[src/rtl/axi_ram_pkg.sv]
// Shared types and constants for the AXI read-side RAM bridge.
package axi_ram_pkg;

  localparam logic [1:0] BURST_FIXED = 2'd0;
  localparam logic [1:0] BURST_INCR  = 2'd1;
  localparam logic [1:0] BURST_WRAP  = 2'd2;

  localparam logic [2:0] RESP_OKAY   = 3'd0;
  localparam logic [2:0] RESP_SLVERR = 3'd2;

  // The beat struct is sized for the widest supported configuration so it can be
  // shared by every instance; unused upper bits are constant zero and get pruned.
  localparam int R_ID_MAX_W   = 32;
  localparam int R_DATA_MAX_W = 1024;

  typedef enum logic [1:0] {
    ST_IDLE,
    ST_BURST,
    ST_DRAIN
  } rd_state_t;

  typedef struct packed {
    logic [R_ID_MAX_W-1:0]   rid;
    logic [R_DATA_MAX_W-1:0] rdata;
    logic [2:0]              rresp;
    logic                    rlast;
  } r_beat_t;

endpackage

[src/rtl/axi_ram_reader_fifo.sv]
// Two-entry output buffer for R beats. A push into a full buffer is accepted only
// when a pop happens in the same cycle; the reader's credit scheme guarantees that.
module axi_ram_reader_fifo #(
  parameter int WIDTH = 8
) (
  input  logic             clk,
  input  logic             rst,
  input  logic             in_valid,
  input  logic [WIDTH-1:0] in_data,
  output logic             out_valid,
  input  logic             out_ready,
  output logic [WIDTH-1:0] out_data,
  output logic [1:0]       count
);

  logic [WIDTH-1:0] mem [2];
  logic             wr_ptr;
  logic             rd_ptr;
  logic             do_push;
  logic             do_pop;

  assign out_valid = (count != 2'd0);
  assign out_data  = mem[rd_ptr];

  // Decide which side moves this cycle; full-with-pop still accepts a push.
  always_comb begin
    do_pop  = out_valid && out_ready;
    do_push = in_valid && ((count != 2'd2) || do_pop);
  end

  // Storage, pointers and occupancy; reset empties the buffer and zeroes the head.
  always_ff @(posedge clk or posedge rst) begin
    if (rst) begin
      for (int i = 0; i < 2; i++) begin
        mem[i] <= '0;
      end
      wr_ptr <= 1'b0;
      rd_ptr <= 1'b0;
      count  <= 2'd0;
    end else begin
      if (do_push) begin
        mem[wr_ptr] <= in_data;
        wr_ptr      <= ~wr_ptr;
      end
      if (do_pop) begin
        rd_ptr <= ~rd_ptr;
      end
      count <= count + {1'b0, do_push} - {1'b0, do_pop};
    end
  end

endmodule

[src/rtl/axi_ram_reader.sv]
// AXI4 read-channel slave that turns one AR burst at a time into single-cycle
// RAM reads and streams the words back as R beats through a 2-entry buffer.
module axi_ram_reader
  import axi_ram_pkg::*;
#(
  parameter int  AXI_DATA_W = 128,
  parameter int  AXI_ADDR_W = 16,
  parameter int  AXI_ID_W   = 8,
  localparam int BYTE_W     = $clog2(AXI_DATA_W / 8),
  localparam int RAM_ADDR_W = AXI_ADDR_W - BYTE_W
) (
  input  logic                  clk,
  input  logic                  rst,
  input  logic                  axi_ar_arvalid,
  output logic                  axi_ar_arready,
  input  logic [AXI_ID_W-1:0]   axi_ar_arid,
  input  logic [AXI_ADDR_W-1:0] axi_ar_araddr,
  input  logic [3:0]            axi_ar_arregion,
  input  logic [7:0]            axi_ar_arlen,
  input  logic [2:0]            axi_ar_arsize,
  input  logic [1:0]            axi_ar_arburst,
  input  logic [2:0]            axi_ar_arprot,
  input  logic [3:0]            axi_ar_arcache,
  input  logic [3:0]            axi_ar_arqos,
  output logic                  axi_r_rvalid,
  input  logic                  axi_r_rready,
  output logic [AXI_ID_W-1:0]   axi_r_rid,
  output logic [AXI_DATA_W-1:0] axi_r_rdata,
  output logic [2:0]            axi_r_rresp,
  output logic                  axi_r_rlast,
  output logic                  ram_rd_en,
  output logic [RAM_ADDR_W-1:0] ram_rd_addr,
  input  logic [AXI_DATA_W-1:0] ram_rd_data
);

  rd_state_t             state;
  rd_state_t             next_state;
  logic                  arready_q;

  logic [AXI_ID_W-1:0]   id_q;
  logic [AXI_ADDR_W-1:0] addr_q;
  logic [7:0]            len_q;
  logic [2:0]            size_q;
  logic [1:0]            burst_q;
  logic                  err_q;
  logic [7:0]            issue_cnt;
  logic                  inflight_q;
  logic                  inflight_last_q;

  logic                  accept;
  logic                  issue;
  logic                  rd_en;
  logic                  err_beat;
  logic                  ar_err;
  logic                  issue_last;
  logic                  credit_ok;
  logic [2:0]            used;
  logic [AXI_ADDR_W-1:0] addr_step;

  r_beat_t               beat_in;
  r_beat_t               beat_out;
  logic                  fifo_push;
  logic                  fifo_pop;
  logic                  fifo_out_valid;
  logic [1:0]            fifo_count;

  logic                  unused_inputs;

  assign axi_ar_arready = arready_q;
  assign ram_rd_en      = rd_en;
  assign ram_rd_addr    = addr_q[AXI_ADDR_W-1:BYTE_W];

  assign axi_r_rvalid   = fifo_out_valid;
  assign axi_r_rid      = beat_out.rid[AXI_ID_W-1:0];
  assign axi_r_rdata    = beat_out.rdata[AXI_DATA_W-1:0];
  assign axi_r_rresp    = beat_out.rresp;
  assign axi_r_rlast    = beat_out.rlast;
  assign fifo_pop       = fifo_out_valid && axi_r_rready;

  assign unused_inputs  = ^{axi_ar_arregion, axi_ar_arcache, axi_ar_arqos,
                            axi_ar_arprot, beat_out};

  // Burst bookkeeping: error classification, address step, and buffer credit.
  // Credit counts the slot freed by a pop this cycle so a full-rate stream keeps
  // one beat buffered and one read in flight without ever overflowing.
  always_comb begin
    ar_err     = (int'(axi_ar_arsize) > BYTE_W) || (axi_ar_arburst >= BURST_WRAP);
    issue_last = (issue_cnt == len_q);
    addr_step  = (burst_q == BURST_FIXED) ? '0 : (AXI_ADDR_W'(1) << size_q);
    used       = {1'b0, fifo_count} + {2'b00, inflight_q} - {2'b00, fifo_pop};
    credit_ok  = (used < 3'd2);
  end

  // FSM state register.
  always_ff @(posedge clk or posedge rst) begin
    if (rst) begin
      state <= ST_IDLE;
    end else begin
      state <= next_state;
    end
  end

  // Next-state and per-cycle strobes: accept in IDLE, issue beats in BURST,
  // wait for the final handshake in DRAIN.
  always_comb begin
    next_state = state;
    accept     = 1'b0;
    issue      = 1'b0;
    rd_en      = 1'b0;
    err_beat   = 1'b0;
    case (state)
      ST_IDLE: begin
        if (axi_ar_arvalid && arready_q) begin
          accept     = 1'b1;
          next_state = ST_BURST;
        end
      end
      ST_BURST: begin
        if (credit_ok) begin
          issue    = 1'b1;
          rd_en    = !err_q;
          err_beat = err_q;
          if (issue_last) begin
            next_state = ST_DRAIN;
          end
        end
      end
      ST_DRAIN: begin
        if (fifo_pop && beat_out.rlast) begin
          next_state = ST_IDLE;
        end
      end
      default: next_state = ST_IDLE;
    endcase
  end

  // Request capture, address/beat advance, and tracking of the read in flight.
  // arready is registered so it stays low during reset and returns one cycle
  // after the last beat is handed off.
  always_ff @(posedge clk or posedge rst) begin
    if (rst) begin
      arready_q       <= 1'b0;
      id_q            <= '0;
      addr_q          <= '0;
      len_q           <= '0;
      size_q          <= '0;
      burst_q         <= '0;
      err_q           <= 1'b0;
      issue_cnt       <= '0;
      inflight_q      <= 1'b0;
      inflight_last_q <= 1'b0;
    end else begin
      arready_q <= (next_state == ST_IDLE);
      if (accept) begin
        id_q      <= axi_ar_arid;
        addr_q    <= axi_ar_araddr;
        len_q     <= axi_ar_arlen;
        size_q    <= axi_ar_arsize;
        burst_q   <= axi_ar_arburst;
        err_q     <= ar_err;
        issue_cnt <= '0;
      end else if (issue) begin
        issue_cnt <= issue_cnt + 8'd1;
        addr_q    <= addr_q + addr_step;
      end
      inflight_q      <= rd_en;
      inflight_last_q <= rd_en && issue_last;
    end
  end

  // Assemble the beat entering the buffer: returning RAM data, or a zero SLVERR beat.
  always_comb begin
    beat_in     = '0;
    beat_in.rid = R_ID_MAX_W'(id_q);
    if (err_beat) begin
      beat_in.rresp = RESP_SLVERR;
      beat_in.rlast = issue_last;
    end else begin
      beat_in.rdata = R_DATA_MAX_W'(ram_rd_data);
      beat_in.rresp = RESP_OKAY;
      beat_in.rlast = inflight_last_q;
    end
    fifo_push = inflight_q || err_beat;
  end

  axi_ram_reader_fifo #(
    .WIDTH($bits(r_beat_t))
  ) u_fifo (
    .clk      (clk),
    .rst      (rst),
    .in_valid (fifo_push),
    .in_data  (beat_in),
    .out_valid(fifo_out_valid),
    .out_ready(axi_r_rready),
    .out_data (beat_out),
    .count    (fifo_count)
  );

endmodule

[config.mk]
export PLATFORM = sky130hd
export DESIGN_NAME = axi_ram_reader
export DESIGN_NICKNAME = d
export VERILOG_FILES = /design/src/rtl/axi_ram_pkg.sv /design/src/rtl/axi_ram_reader_fifo.sv /design/src/rtl/axi_ram_reader.sv
export SDC_FILE = /design/constraint.sdc
export NUM_CORES = 1
export LEC_CHECK = 0
export ABC_AREA = 1
export BUFFER_PORTS_ARGS = -buffer_cell sky130_fd_sc_hd__buf_4
export CORE_MARGIN = 4
export CORE_UTILIZATION = 60
export DETAILED_ROUTE_END_ITERATION = 10
export GPL_TIMING_DRIVEN = 0
export PLACE_DENSITY = 0.77
export SLEW_MARGIN = 30
export SYNTH_ARGS = -nofsm -noshare
export SYNTH_HDL_FRONTEND = slang
export SYNTH_HIERARCHICAL = 1
export SYNTH_SLANG_ARGS = --single-unit
[constraint.sdc]
create_clock -name clk -period 128.1 [get_ports clk]
set_clock_uncertainty 0.2 [all_clocks]
set_input_delay 12.81 -clock clk [delete_from_list [all_inputs] [get_ports clk]]
set_output_delay 12.81 -clock clk [all_outputs]
set_load 0.05 [all_outputs]
==> flow_summary.toml <==
[sta]
setup_ws_ns = 100.16
setup_viol = 0
finalCritPeriodShare_pct = 21.8
rsz0062_at_grt = "false"
finalHoldViolCount = 0
fmax_mhz = 35.8
setup-tns-final_ns = 0
maxSlewViolCount = 0
min_period_ns = 27.94
whs_ns = 0.267
worst_pin_slew_ns = 0.696
slew_headroom_pct = 53.6

[cells_and_area]
nNetsFinal = 3050
fillers = 2276
antenna_cells = 0
design_area_um2 = 22200
drive_gt1_share_pct = 18.1
area.growth.synth_to_final_pct = 24.1
final_util_pct = 76.4

[floorplanning]
start_util_pct = 61.6
die-area_um2 = 32600
io_pins = 339
row_count = 62
die_w_um = 181
core-area_um2 = 29000
die_h_um = 181

[global_routing]
grt_pass1_vias = 17603
grtUsageTotal_pct = 31.8
grt_start_max_net_pins = 79
grt.overflow.total = 0
grt_pass1_wl_um = 86500
antenna_found_initial = 1

[clocking]
insertion_delay_ns = 0.52
cts_sinks = 335
root_buffer = "clkbuf_16"
numCtsBuffers = 37
cts_setup_buffers = 0
cts_tree = "yes"
htree_levels = 2
cts.hold.buffers_added = 0
cts_resized = 0
clock_path_buffers = 3
path_clk_slew_ns = 0.06

[detailed_routing]
viasPerCell = 5.53
drc = 0
wl_um = 53300
wl_per_cell_um = 16.3
ant_nets = 0
drt_iter0_markers = 1808
drtPass1Iterations = 6
num_vias = 18029

[placement]
gp_congestion = 0.892
dp_slack_ns = 100.24
dpl.hpwl_um = 37500
numPortBuffers = 323
place_area_um2 = 20900

[synthesis]
syn-instance-count = 2483
yosysWarnings = 6
avgSynthCellArea_um2 = 7.19
syn_area_um2 = 17900

[hold_path]
hold_class = "register to register"
worstHoldPathCells = 1

[pwr]
p_per_area_nw_per_um2 = 32.4
peakVddDrop_mv = 0.0213
power_leakage_uw = 0.0127

[critical_path]
cp.required_ns = 115.09
r2r.worst_path.cells = 22
worstPathMaxFanout = 7
critPathCaptureType = "primary output"
max_stage_delay_ns = 0.58
start_kind = "input pin"
cp_data_arrival_time_ns = 14.93
slowest_stage = "fa_1"
crit_path_frequent_cell = "buf_4"
crit_type = "input pin to primary output"
path_cells = "buf_4 -> nand2_1 -> inv_1 -> ha_1 -> or2_2 -> fa_1 -> nand4_4 -> nor2_1 -> buf_4"

[outcome]
outcome = "finished, final reports clean"

[job]
drv_cap = 0
[power breakdown]
group / internal [uW] / switching (uW)
combinational: 123 / 305
sequential: 153 / 27.4
clock: 67.7 / 42.8
[worst max-delay path, delay by kind of cell]
family / cells / cell delay, ns
simple gates: 4 / 0.82
fa+ha+maj: 2 / 0.86
buf+inv: 3 / 0.44
[layout make-up]
type	count	area, um2	share of cell area, %
Buffer	234	1160	5.25
Clock buffer	59	1190	5.37
Clock inverter	7	91.3	0.412
Inverter	181	691	3.11
Multi-Input combinational cell	1736	7650	34.5
Sequential cell	335	8380	37.8
Tap cell	384	480	2.17
Timing Repair Buffer	327	2530	11.4
[metal layers]
| metal | vias up | track usage, % | routed length [um] |
|---|---|---|---|
| li1 | 8536 | - | - |
| met1 | 8440 | 43.5 | 21700 |
| met2 | 922 | 51.8 | 25200 |
| met3 | 129 | 5.35 | 4630 |
| met4 | 2 | 11.6 | 1800 |
| met5 | - | 0 | 20 |
[flip-flops by register name, summed over array words and instances, names as in the netlist, 2 cells and up]
name	cells
burst_q	2
len_q	8
u_fifo/count	2
addr_q	16
size_q	3
id_q	8
issue_cnt	8
u_fifo/mem	280
state	2
[final timing paths]
path,start,end,slack (ns)
max in group asynchronous,rst,u_fifo/mem[1092],114.44
worst min register to register,err_q,inflight_last_q,0.27
min in group asynchronous,rst,addr_q[13],12.09
worst min-delay path,err_q,inflight_last_q,0.27
worst max-delay path,axi_r_rready,ram_rd_en,100.16
worst max register to register,u_fifo/count[1],u_fifo/count[1],123.40
[through the flow]
stage,total power [uW],cells
3_5_place_dp,601,3197
5_1_grt,764,3263
6_report,718,3263
2_1_floorplan,479,2486
4_1_cts,715,3263
3_3_place_gp,590,3193
[layout by cell type (no fill, tap or decap), drive strengths merged, types with 12 or more instances in the layout]
cell	n
nand2	1155
buf	453
dfrtp	335
nand4	285
nor2	184
inv	181
clkbuf	167
nand3	23
a21oi	18
o21ai	17
ha	12
Note: power is estimated with default switching activity, not from simulation.
